`src/rtl/reg_write_sequencer_pkg.sv`:
```
// Shared definitions for the register-bank write sequencer: default widths,
// debounce length and the FSM state encoding.
package reg_write_sequencer_pkg;

  localparam int ADDR_W_DEF          = 4;
  localparam int DATA_W_DEF          = 4;
  localparam int DEBOUNCE_CYCLES_DEF = 50000;

  localparam logic [2:0] ST_IDLE     = 3'd0;
  localparam logic [2:0] ST_DB_PRESS = 3'd1;
  localparam logic [2:0] ST_WRITE    = 3'd2;
  localparam logic [2:0] ST_WAIT_REL = 3'd3;
  localparam logic [2:0] ST_DB_REL   = 3'd4;

  // Counter width for the stable-sample counter; never narrower than one bit.
  function automatic int cnt_width(input int cycles);
    return (cycles > 1) ? $clog2(cycles) : 1;
  endfunction

endpackage

```
`src/rtl/reg_write_sequencer_btn_debounce.sv`:
```
// Two-flop synchronisers for the button and switches, plus the saturating
// stable-sample counter that the sequencer FSM restarts on every bounce.
module btn_debounce
  import reg_write_sequencer_pkg::*;
#(
  parameter int ADDR_W          = ADDR_W_DEF,
  parameter int DATA_W          = DATA_W_DEF,
  parameter int DEBOUNCE_CYCLES = DEBOUNCE_CYCLES_DEF
) (
  input  logic              clk,
  input  logic              rst,
  input  logic              btn_raw,
  input  logic [ADDR_W-1:0] addr_raw,
  input  logic [DATA_W-1:0] data_raw,
  input  logic              restart,
  output logic              btn_s,
  output logic [ADDR_W-1:0] addr_s,
  output logic [DATA_W-1:0] data_s,
  output logic              stable
);

  localparam int                SYNC_W   = 1 + ADDR_W + DATA_W;
  localparam int                CNT_W    = cnt_width(DEBOUNCE_CYCLES);
  localparam logic [CNT_W-1:0]  CNT_LAST = CNT_W'(DEBOUNCE_CYCLES - 1);

  logic [SYNC_W-1:0] meta_r;
  logic [SYNC_W-1:0] sync_r;
  logic [CNT_W-1:0]  cnt_r;

  // Two-stage synchroniser for every asynchronous input bit.
  always_ff @(posedge clk or negedge rst) begin
    if (!rst) begin
      meta_r <= '0;
      sync_r <= '0;
    end else begin
      meta_r <= {btn_raw, addr_raw, data_raw};
      sync_r <= meta_r;
    end
  end

  // Stable-sample counter; holds at the compare value instead of wrapping.
  always_ff @(posedge clk or negedge rst) begin
    if (!rst) begin
      cnt_r <= '0;
    end else if (restart) begin
      cnt_r <= '0;
    end else if (cnt_r != CNT_LAST) begin
      cnt_r <= cnt_r + CNT_W'(1);
    end else begin
      cnt_r <= cnt_r;
    end
  end

  assign btn_s  = sync_r[SYNC_W-1];
  assign addr_s = sync_r[DATA_W +: ADDR_W];
  assign data_s = sync_r[DATA_W-1:0];
  assign stable = (cnt_r == CNT_LAST);

endmodule

```
`src/rtl/reg_write_sequencer.sv`:
```
// Write-side front end of the 16x4 register bank: one RegWrite strobe per clean
// button press. Define AUTO_INC_EN to take addrW from an internal wrapping pointer.
module reg_write_sequencer
  import reg_write_sequencer_pkg::*;
#(
  parameter int ADDR_W          = ADDR_W_DEF,
  parameter int DATA_W          = DATA_W_DEF,
  parameter int DEBOUNCE_CYCLES = DEBOUNCE_CYCLES_DEF
) (
  input  logic              clk,
  input  logic              rst,
  input  logic              btn_write,
  input  logic [ADDR_W-1:0] sw_addr,
  input  logic [DATA_W-1:0] sw_data,
  output logic [ADDR_W-1:0] addrW,
  output logic [DATA_W-1:0] datW,
  output logic              RegWrite,
  output logic              busy
);

  logic [2:0]        state_r;
  logic [2:0]        next_s;
  logic              restart_s;
  logic              btn_s;
  logic              stable_s;
  logic [ADDR_W-1:0] addr_s;
  logic [DATA_W-1:0] data_s;
  logic [ADDR_W-1:0] capture_addr_s;
  logic              capture_s;
  logic [ADDR_W-1:0] addr_r;
  logic [DATA_W-1:0] data_r;
  logic              regwrite_r;
  logic              busy_r;

  btn_debounce #(
    .ADDR_W          (ADDR_W),
    .DATA_W          (DATA_W),
    .DEBOUNCE_CYCLES (DEBOUNCE_CYCLES)
  ) u_debounce (
    .clk      (clk),
    .rst      (rst),
    .btn_raw  (btn_write),
    .addr_raw (sw_addr),
    .data_raw (sw_data),
    .restart  (restart_s),
    .btn_s    (btn_s),
    .addr_s   (addr_s),
    .data_s   (data_s),
    .stable   (stable_s)
  );

  // Next-state logic; the counter only runs while a level is being qualified.
  always_comb begin
    next_s    = state_r;
    restart_s = 1'b1;
    case (state_r)
      ST_IDLE: begin
        if (btn_s) next_s = ST_DB_PRESS;
        else       next_s = ST_IDLE;
      end
      ST_DB_PRESS: begin
        if (!btn_s) begin
          next_s = ST_IDLE;
        end else if (stable_s) begin
          next_s = ST_WRITE;
        end else begin
          next_s    = ST_DB_PRESS;
          restart_s = 1'b0;
        end
      end
      ST_WRITE: begin
        next_s = ST_WAIT_REL;
      end
      ST_WAIT_REL: begin
        if (btn_s) next_s = ST_WAIT_REL;
        else       next_s = ST_DB_REL;
      end
      ST_DB_REL: begin
        if (btn_s) begin
          next_s = ST_DB_REL;
        end else if (stable_s) begin
          next_s = ST_IDLE;
        end else begin
          next_s    = ST_DB_REL;
          restart_s = 1'b0;
        end
      end
      default: begin
        next_s = ST_IDLE;
      end
    endcase
  end

  assign capture_s = (state_r == ST_DB_PRESS) && (next_s == ST_WRITE);

`ifdef AUTO_INC_EN
  logic [ADDR_W-1:0] ptr_r;

  // Write pointer advances in the cycle after each strobe, wrapping naturally.
  always_ff @(posedge clk or negedge rst) begin
    if (!rst) begin
      ptr_r <= '0;
    end else if (state_r == ST_WRITE) begin
      ptr_r <= ptr_r + ADDR_W'(1);
    end else begin
      ptr_r <= ptr_r;
    end
  end

  assign capture_addr_s = ptr_r;
`else
  assign capture_addr_s = addr_s;
`endif

  // State register plus registered strobe, busy and captured address/data.
  always_ff @(posedge clk or negedge rst) begin
    if (!rst) begin
      state_r    <= ST_IDLE;
      regwrite_r <= 1'b0;
      busy_r     <= 1'b0;
      addr_r     <= '0;
      data_r     <= '0;
    end else begin
      state_r    <= next_s;
      regwrite_r <= (next_s == ST_WRITE);
      busy_r     <= (next_s != ST_IDLE);
      if (capture_s) begin
        addr_r <= capture_addr_s;
        data_r <= data_s;
      end else begin
        addr_r <= addr_r;
        data_r <= data_r;
      end
    end
  end

  assign addrW    = addr_r;
  assign datW     = data_r;
  assign RegWrite = regwrite_r;
  assign busy     = busy_r;

endmodule

```
`config.mk`:
```
export PLATFORM = sky130hd
export DESIGN_NAME = reg_write_sequencer
export DESIGN_NICKNAME = d
export VERILOG_FILES = /design/src/rtl/reg_write_sequencer_pkg.sv /design/src/rtl/reg_write_sequencer_btn_debounce.sv /design/src/rtl/reg_write_sequencer.sv
export SDC_FILE = /design/constraint.sdc
export NUM_CORES = 1
export LEC_CHECK = 0
export CAP_MARGIN = 20
export CORE_UTILIZATION = 45
export CTS_CLUSTER_DIAMETER = 50
export DETAILED_ROUTE_END_ITERATION = 10
export PLACE_DENSITY = 0.73
export SLEW_MARGIN = 10
export SYNTH_ARGS = -nofsm -noshare
export SYNTH_HDL_FRONTEND = slang
export SYNTH_HIERARCHICAL = 1
export SYNTH_SLANG_ARGS = --single-unit
```
`constraint.sdc`:
```
create_clock -name clk -period 1.8 [get_ports clk]
set_input_delay 0.36 -clock clk [delete_from_list [all_inputs] [get_ports clk]]
set_output_delay 0.36 -clock clk [all_outputs]
set_load 0.1 [all_outputs]
```
# --- Word-level counts from Yosys, hierarchy flattened ---
# Cells that the tools add are included.
word_totals:
  reg_bits: 47
  input_bits: 11
  elab_cells: 33
  output_inout_bits: 10
classes:
  n_mux: 13
  add_sub_neg: 1
  n_reduce_logical: 4
  eq_ne: 7
ops:
  columns: ["op", "n"]
  rows:
  - ["$mux W16", 2]
  - ["$add A16 B1 Y16 const B", 1]
  - ["$eq A16 B16 Y1 const B", 1]
  - ["$ne A16 B16 Y1 const B", 1]
  - ["$pmux W3 S5", 1]
  - ["$eq A3 B2 Y1 const B", 3]
  - ["$mux W3", 3]
  - ["$mux W1", 4]
  - ["$mux W2", 2]
  - ["$eq A3 B1 Y1 const B", 1]
  - ["$eq A3 B3 Y1 const B", 1]
  - ["$logic_not A3 Y1", 1]
  - ["$reduce_bool A3 Y1", 1]
  - ["$pmux W1 S2", 1]
  - ["$reduce_bool A2 Y1", 1]
  - ["$logic_and A1 B1 Y1", 1]

# --- Depth between registers and ports, before layout ---
# Gate-level depths: netlist (run 1).
logic_depth:
  word_depth: 6
  ltp_mapped: 9
  ltp_nobuf: 8

# --- Hierarchy ---
# The synthesis (run 1) kept the hierarchy.
by_module_without_submodules:
  columns: ["module", "seq_area_each_um2", "area_each_um2", "cells_per_inst", "n_inst"]
  rows:
  - ["btn_debounce", 850.8, 1300.0, 103, 1]
  - ["reg_write_sequencer", 325.3, 534.3, 38, 1]

# --- Worst setup path before layout (run 1) ---
# OpenSTA, ideal clock, no wires.
synth_path:
  kind: "register to register"
  start: "register u_debounce.cnt_r[5]"
  end: "register addr_r[0], in the netlist addrW[0]"
  path_slack_ns: -0.200
  arrival_time_ns: 1.874
  setup_time_ns: 0.125
  period_less_slack_ns: 2.000
  stages_incl_launch_ff: 7
  path_buffers: 0
  t_required_ns: 1.675
  cell_sequence: "dfrtp_1 nor4b_2 nand4_1 inv_1 nand3b_2 nor3_4 mux2_2"
synth_via:
  elab_chain_len: 6
  elab_cells_between_ends: 8
  classes_between: "2 x eq/ne; 5 x mux; 1 x reduce/logical"
synth_lines:
  columns: ["element", "line", "rtl"]
  rows:
  - ["from (decl)", "reg_write_sequencer_btn_debounce.sv:28", "logic [CNT_W-1:0] cnt_r;"]
  - ["from (signal assigned)", "reg_write_sequencer_btn_debounce.sv:48", "cnt_r <= cnt_r + CNT_W'(1);"]
  - ["from (signal assigned)", "reg_write_sequencer_btn_debounce.sv:50", "cnt_r <= cnt_r;"]
  - ["$eq A16 B16 Y1 *", "reg_write_sequencer_btn_debounce.sv:57", "assign stable = (cnt_r == CNT_LAST);"]
  - ["via stable_s", "reg_write_sequencer.sv:25", "logic stable_s;"]
  - ["$mux W2 or $mux W3 (tied branches)", "reg_write_sequencer.sv:64, reg_write_sequencer.sv:81", null]
  - ["$mux W2 or $mux W3 (tied branches)", "reg_write_sequencer.sv:62, reg_write_sequencer.sv:79", null]
  - ["$pmux W3 S5 *", "reg_write_sequencer.sv:56", "case (state_r)"]
  - ["$eq A3 B2 Y1 *", "reg_write_sequencer.sv:94", "assign capture_s = (state_r == ST_DB_PRESS) && (next_s == ST_WRITE);"]
  - ["$logic_and A1 B1 Y1 *", "reg_write_sequencer.sv:94", null]
  - ["to (signal assigned)", "reg_write_sequencer.sv:128", "addr_r <= capture_addr_s;"]
  - ["to (signal assigned)", "reg_write_sequencer.sv:131", "addr_r <= addr_r;"]
  - ["to (decl)", "reg_write_sequencer.sv:30", "logic [ADDR_W-1:0] addr_r;"]
# The timed path passes the listed nets; every way through them passes the cells marked *.
# A chain may end at the register's enable or synchronous reset.

# --- Worst setup path after layout (run 1) ---
layout_path:
  start: "register u_debounce.cnt_r[11]"
  end: "register addr_r[0], in the netlist addrW[0]"
# The elaborated chain is that of the path after synthesis.

==> results of run 1 <==
-- stage by stage --
stage / instances / cell area (µm²) / hold slack [ps] / power [µW] / setup WS [ps]
after CTS: 238 / 2489 / 96.42 / 1870 / -68.54
after floorplan: 141 / 1841 / 64.41 / 1133 / -164.9
after global routing: 245 / 2577 / 133.2 / 1936 / -168.2
after detailed placement: 228 / 2356 / 337.9 / 1196 / -95.05
after global placement: 228 / 2356 / 332.4 / 1190 / 0.2044
final: 245 / 2577 / 76.68 / 1862 / -73.12
-- routing by layer --
metal	wire length, µm	up-vias
met1	1565	638
met2	1975	27
li1	-	600
met4	78	0
met5	0	-
met3	139	7
-- repair_timing --
item	in CTS	in global routing
gates resized for setup	4	7
pin swaps	1	2
endpoints found under the setup margin	8	21
setup buffers	2	7
-- cell usage after synthesis, types with 3 or more instances --
| master | instances |
|---|---|
| mux2_2 | 8 |
| nor2_1 | 15 |
| nand3_1 | 4 |
| nor3_1 | 5 |
| xnor2_1 | 7 |
| nand4_1 | 5 |
| a21oi_1 | 3 |
| dfrtp_1 | 47 |
| xor2_1 | 3 |
| inv_1 | 6 |
| nand2_1 | 6 |
-- registers in the layout, summed over array words and instances, names as in the netlist --
| signal | flops |
|---|---|
| u_debounce/cnt_r | 16 |
| u_debounce/meta_r | 9 |
| u_debounce/sync_r | 9 |
| addrW | 4 |
| datW | 4 |
| state_r | 3 |
| RegWrite | 1 |
| busy | 1 |
-- where the power goes --
group | internal, µW | total, µW | leakage [µW] | switching, µW
sequential | 1080 | 1090 | 0.000608 | 11.6
combinational | 41.5 | 90.1 | 0.000503 | 48.5
clock | 288 | 681 | 0.0000467 | 393
-- cell type report --
type / count / area, µm²
Multi-Input combinational cell: 86 / 688.2
Timing Repair Buffer: 50 / 533.0
Inverter: 6 / 22.52
Clock buffer: 5 / 68.82
Tap cell: 48 / 60.06
Sequential cell: 47 / 1177
Clock inverter: 3 / 27.53
Fill cell: 253 / 1194
-- worst max-delay path, delay by kind of cell (launching register included) --
kind	cells	cell delay, ps
simple gates	4	730
flops	1	420
mux	1	330
buf+inv	2	290
-- logic make-up (layout without fill, tap and decap cells) --
kind of cell	Yosys count	count (layout)	synth area share (%)
AOI/OAI and AO/OA	12	12	4.297
xor gates and xnor gates	10	10	4.775
adders and majority gates	1	1	0.6820
buffers and inverters	8	64	1.637
DFF	47	47	64.12
muxes	9	9	5.525
and+or+nand+nor	54	54	18.96
-- worst max-delay path by stage --
stage	startpoint	cells past startpoint	endpoint	slack [ps]
2_1_floorplan	u_debounce/cnt_r[0]$_DFFE_PN0P_	7	addrW[0]$_DFFE_PN0P_	-160
3_3_place_gp	u_debounce/cnt_r[11]$_DFFE_PN0P_	7	addrW[0]$_DFFE_PN0P_	0.2
3_5_place_dp	u_debounce/cnt_r[11]$_DFFE_PN0P_	7	addrW[3]$_DFFE_PN0P_	-100
4_1_cts	u_debounce/cnt_r[13]$_DFFE_PN0P_	7	addrW[1]$_DFFE_PN0P_	-70
5_1_grt	u_debounce/cnt_r[11]$_DFFE_PN0P_	7	addrW[2]$_DFFE_PN0P_	-170
6_report	u_debounce/cnt_r[11]$_DFFE_PN0P_	7	addrW[0]$_DFFE_PN0P_	-70
==> impl_results.md, run 1 <==
* Outcome: complete, but fails checks
* Failing checks: negative setup slack
* TritonCTS Buffers at 5
* Syn Nets at 153
* R2R depth at 7
* Mean routed wirelength per cell at between 15 and 20 µm
* Vias at 1272
* Worst Tran Pin Value at 675.1 ps
* Layout cell share with drive strength beyond 1 at 37.06%
* Pre-antenna DRT Iters at 4
* Final hold viol count at 0
* First-pass GRT wire length at between 6000 and 7000 µm
* Met1 Resource Use GR at around a quarter
* CP Class: reg2reg
* Worst reg-to-reg setup slack at -70 ps
* Initial core utilization at 48.64%
* Post-synthesis cell count at about 140
* Die Width at ~66 µm
* Gpl congestion at 0.8274
* Syn Std Cell Area at 0.001834 mm²
* # IOs at 21
* NumNets Final at approximately 210
* GRT Util Overall at 19.80%
* Reg-to-reg endpoint: addrW[0]$_DFFE_PN0P_
* Distinct cells, synth at 37
* #FFs+latches synth at between 40 and 50
* H-tree depth at 2
* Number of DRC markers in iteration 0 at between 60 and 70
* Setup TNS at -513.1 ps
* Hold crit path type: in2async
* Synth top area cells: dfrtp_1 (64%), mux2_2 (4.9%), xnor2_1 (3.3%)
* Die ar. at roughly 0.0043 mm²
* Final HPWL DP at 2541 µm
* Core footprint at between 0.003 and 0.004 mm²
* Cell taking the most area after synthesis: dfrtp_1
* Congestion Overflow GR at 0
* Core Rows at 22
* Ys async rst share at 100.0%
* Maximum buffer depth of the clock tree at 2
* Clk_lat worst skew at a little over 300 ps
* # hold bufs at CTS at 0
* Leakage power total at roughly 0.0012 µW
* Yosys top cell area share at about 64%
* Most used DFF post-synth: dfrtp_1
* Peak VDD IR at a little under 800 µV
* Clk pin slew, worst setup/hold paths at about 100 ps
* Worst r2r src: u_debounce/cnt_r[11]$_DFFE_PN0P_
* Fmax at approximately 530 MHz
* Synth warnings at 6
* Crit path max-delay cell type: dfrtp_1
* Most common cell after layout, fill and taps aside: dfrtp_1
* Number of synthesized flops with an enable pin at 0
* CTS tree: built
* Pwr/cell area at 722.5 mW/mm²
* Grt peak-use layer: met2
* Min Tclk post-route at approximately 1900 ps
* Crit-path max FO at 9
* Synth-to-layout area growth at 40.52%
* CP endpoint kind: register
* Avg Synthesized Cell Area at around 13 µm²
* DRC Markers at 0
* RSZ-0062 raised after global routing: true
* Global routing usage on met3 at roughly 5.5%
* Max-cap violation count at 0
* Relative slew slack at a little over half
* CP required at around 2000 ps
* Met2 usage at 32.14%
* Period utilization at 104.1%
* Initial antenna violation count at 0
* Max incr delay on CP at 420 ps
* Most frequent cells in the layout: dfrtp_1 (46), buf_4 (29), nor2_1 (15)
* Max-slew violation count at 0
* Final setup fails at 9
* Vias per inst at between 5 and 6
* Largest net degree at the start of global routing at 32
* Worst Skew at 8.683 ps
* Sequential area share after synthesis at between 60 and 70%
* Crit path DAT at between 2000 and 2500 ps
* Port Buf Inserts at 20
* # diodes at 0
* Final core occ at around two thirds
* Worst Setup Start Kind: register
* CP cell instances: nor4b_4 -> nand4_1 -> inv_2 -> nand3b_4 -> nor3_4 -> buf_12 -> mux2_2
* Final WS setup at -73.12 ps
* Clk sink count at 47
* Antenna viol nets, final at 0
* Die Ht at about 66 µm
* Clock Tree Root: clkbuf_8
* Vias in the first global route at 1300
* Routed WL at around 3800 µm
Note: power is estimated with default switching activity, not from simulation.
==> run 2, diff against run 1 <==
CTS_BUF_LIST = sky130_fd_sc_hd__clkbuf_8   (was not set)
==> results of run 2 <==
Final layout, timing and power as in run 1 (identical DEF).
==> run 3, diff against run 2 <==
CORE_ASPECT_RATIO = 0.8   (was not set)
==> impl_results.md, run 3 (synthesis results as in run 1) <==
* Port Buf Inserts at 20
* Min Tclk post-route at around 1900 ps
* Routed WL at 3813 µm
* Outcome: complete, but fails checks
* Hold slack final at 15.20 ps
* Max-slew violation count at 0
* GRT Util Overall at approximately a fifth
* CP endpoint kind: register
* Leakage power total at around 0.0012 µW
* First-pass GRT wire length at 6548 µm
* Cell area after layout at roughly 0.0026 mm²
* Post-Layout Cell Count at between 200 and 250
* Failing checks: negative setup slack
* Clk pin slew, worst setup/hold paths at roughly 90 ps
* Final setup fails at 8
* Die Width at roughly 73 µm
* Worst r2r src: u_debounce/cnt_r[0]$_DFFE_PN0P_
* Period utilization at 104.3%
* Worst Tran Pin Value at approximately 500 ps
* Post-DP Area at roughly 0.0024 mm²
* Gpl congestion at about 0.85
* CP Class: reg2reg
* NumNets Final at 203
* Antenna viol nets, final at 0
* Most frequent cells in the layout: dfrtp_1 (45), buf_4 (23), nor2_1 (15)
* Die Ht at 59.11 µm
* Final WS setup at -77.04 ps
* Pre-CTS setup slack at -124.3 ps
* Maximum buffer depth of the clock tree at 2
* Final HPWL DP at 2744 µm
* # diodes at 0
* Largest net degree at the start of global routing at 28
* Pwr/cell area at 768.4 mW/mm²
* Largest register FFs at 16
* Hold crit path type: in2async
* Fmax at ~530 MHz
* Top reg by flops: u_debounce/cnt_r
* Worst Setup Start Kind: register
* Peak VDD IR at approximately 410 µV
* Top Registers: u_debounce/cnt_r (16), u_debounce/meta_r (9), u_debounce/sync_r (9)
* Worst Skew at approximately 10 ps
* Placed cells at approximately 240
* Max incr delay on CP at about 380 ps
* CP cell instances: ha_2 -> and3_4 -> nand4_1 -> inv_2 -> nand3b_4 -> nor3_4 -> buf_12 -> mux2_2
* Synth-to-layout area growth at 40.86%
* Final hold viol count at 0
* Core footprint at ~0.0039 mm²
* Initial core utilization at 47.60%
* Congestion Overflow GR at 0
* Clk_lat worst skew at 300 ps
* CTS tree: built
* Pre-antenna DRT Iters at 4
* Layout cell share with drive strength beyond 1 at between 30% and 40%
* Most common cell after layout, fill and taps aside: dfrtp_1
* Clk sink count at 47
* Fill cells at 275
* TritonCTS Buffers at 5
* Die ar. at around 0.0043 mm²
* # IOs at 21
* Crit-path max FO at 9
* Initial antenna violation count at 0
* H-tree depth at 2
* Number of DRC markers in iteration 0 at a little over 80
* Vias at 1300
* Relative slew slack at approximately two thirds
* Crit path max-delay cell type: dfrtp_1
* Core Rows at 20
* Crit. Startpoint: u_debounce/cnt_r[0]$_DFFE_PN0P_
* DRC Markers at 0
* Clock Tree Root: clkbuf_8
* Vias per inst at approximately 5.3
* Final core occ at between 60% and 70%
* CP required at 1990 ps
* Max-cap violation count at 0
* Crit path DAT at around 2100 ps
* Vias in the first global route at roughly 1.4k
* RSZ-0062 raised after global routing: true
* Mean routed wirelength per cell at 15.44 µm
run 3: critical path: cells and delay by family (launching register included):
family,cells,cell delay [ps]
muxes,1,330
buffers and inverters,2,290
adders and majority gates,1,190
DFF,1,380
and+or+nand+nor,4,590
run 3: area by class of cell:
| class | instances | area [µm²] | area share [%] |
|---|---|---|---|
| Clock buffer | 6 | 82.58 | 3.196 |
| Multi-Input combinational cell | 86 | 684.4 | 26.49 |
| Clock inverter | 2 | 38.79 | 1.501 |
| Inverter | 6 | 22.52 | 0.8717 |
| Sequential cell | 47 | 1179 | 45.62 |
| Tap cell | 55 | 68.82 | 2.663 |
| Timing Repair Buffer | 45 | 508.0 | 19.66 |
run 3: path summary, 6_finish.rpt:
path	end	slack, ps	cells after the start
setup / recovery	addrW[3]$_DFFE_PN0P_	-80	8
hold / removal	state_r[1]$_DFF_PN0_	20	1
setup reg to reg	addrW[3]$_DFFE_PN0P_	-80	8
hold reg to reg	u_debounce/sync_r[0]$_DFF_PN0_	350	0
max in group asynchronous	datW[0]$_DFFE_PN0P_	1270	2
min in group clk	u_debounce/sync_r[0]$_DFF_PN0_	350	0
run 3: routing by layer:
| layer | part of all wire (%) | wire (µm) | GRT usage (%) | up-vias |
|---|---|---|---|---|
| met3 | 3.8 | 146 | 4.762 | 11 |
| li1 | - | - | - | 591 |
| met4 | 2.8 | 106 | 11.26 | 0 |
| met5 | 0 | 0 | 0 | - |
| met1 | 42 | 1590 | 26.24 | 665 |
| met2 | 52 | 1969 | 34.92 | 33 |
run 3: repair_timing:
item | 4_1_cts | 5_1_grt
resized for setup | 6 | 6
hold buffers | 0 | 0
pin swaps | 1 | 1
buffers inserted | 6 | 0
cloned | 0 | 0
endpoints found under the setup margin | 10 | 23
run 3: through the flow:
stage | setup TNS, ps | total power [µW]
after floorplan | -1333 | 1133
after global placement | -61.39 | 1194
after detailed placement | -865.3 | 1201
after CTS | -728.6 | 2006
after global routing | -1259 | 2070
final | -482.5 | 1985
run 3: power breakdown:
| part | internal [µW] | switching (µW) | total [µW] |
|---|---|---|---|
| Combinational | 40.9 | 50.6 | 91.5 |
| Sequential | 1080 | 10.5 | 1090 |
| Clock | 456 | 347 | 804 |
| Total | 1580 | 408 | 1990 |
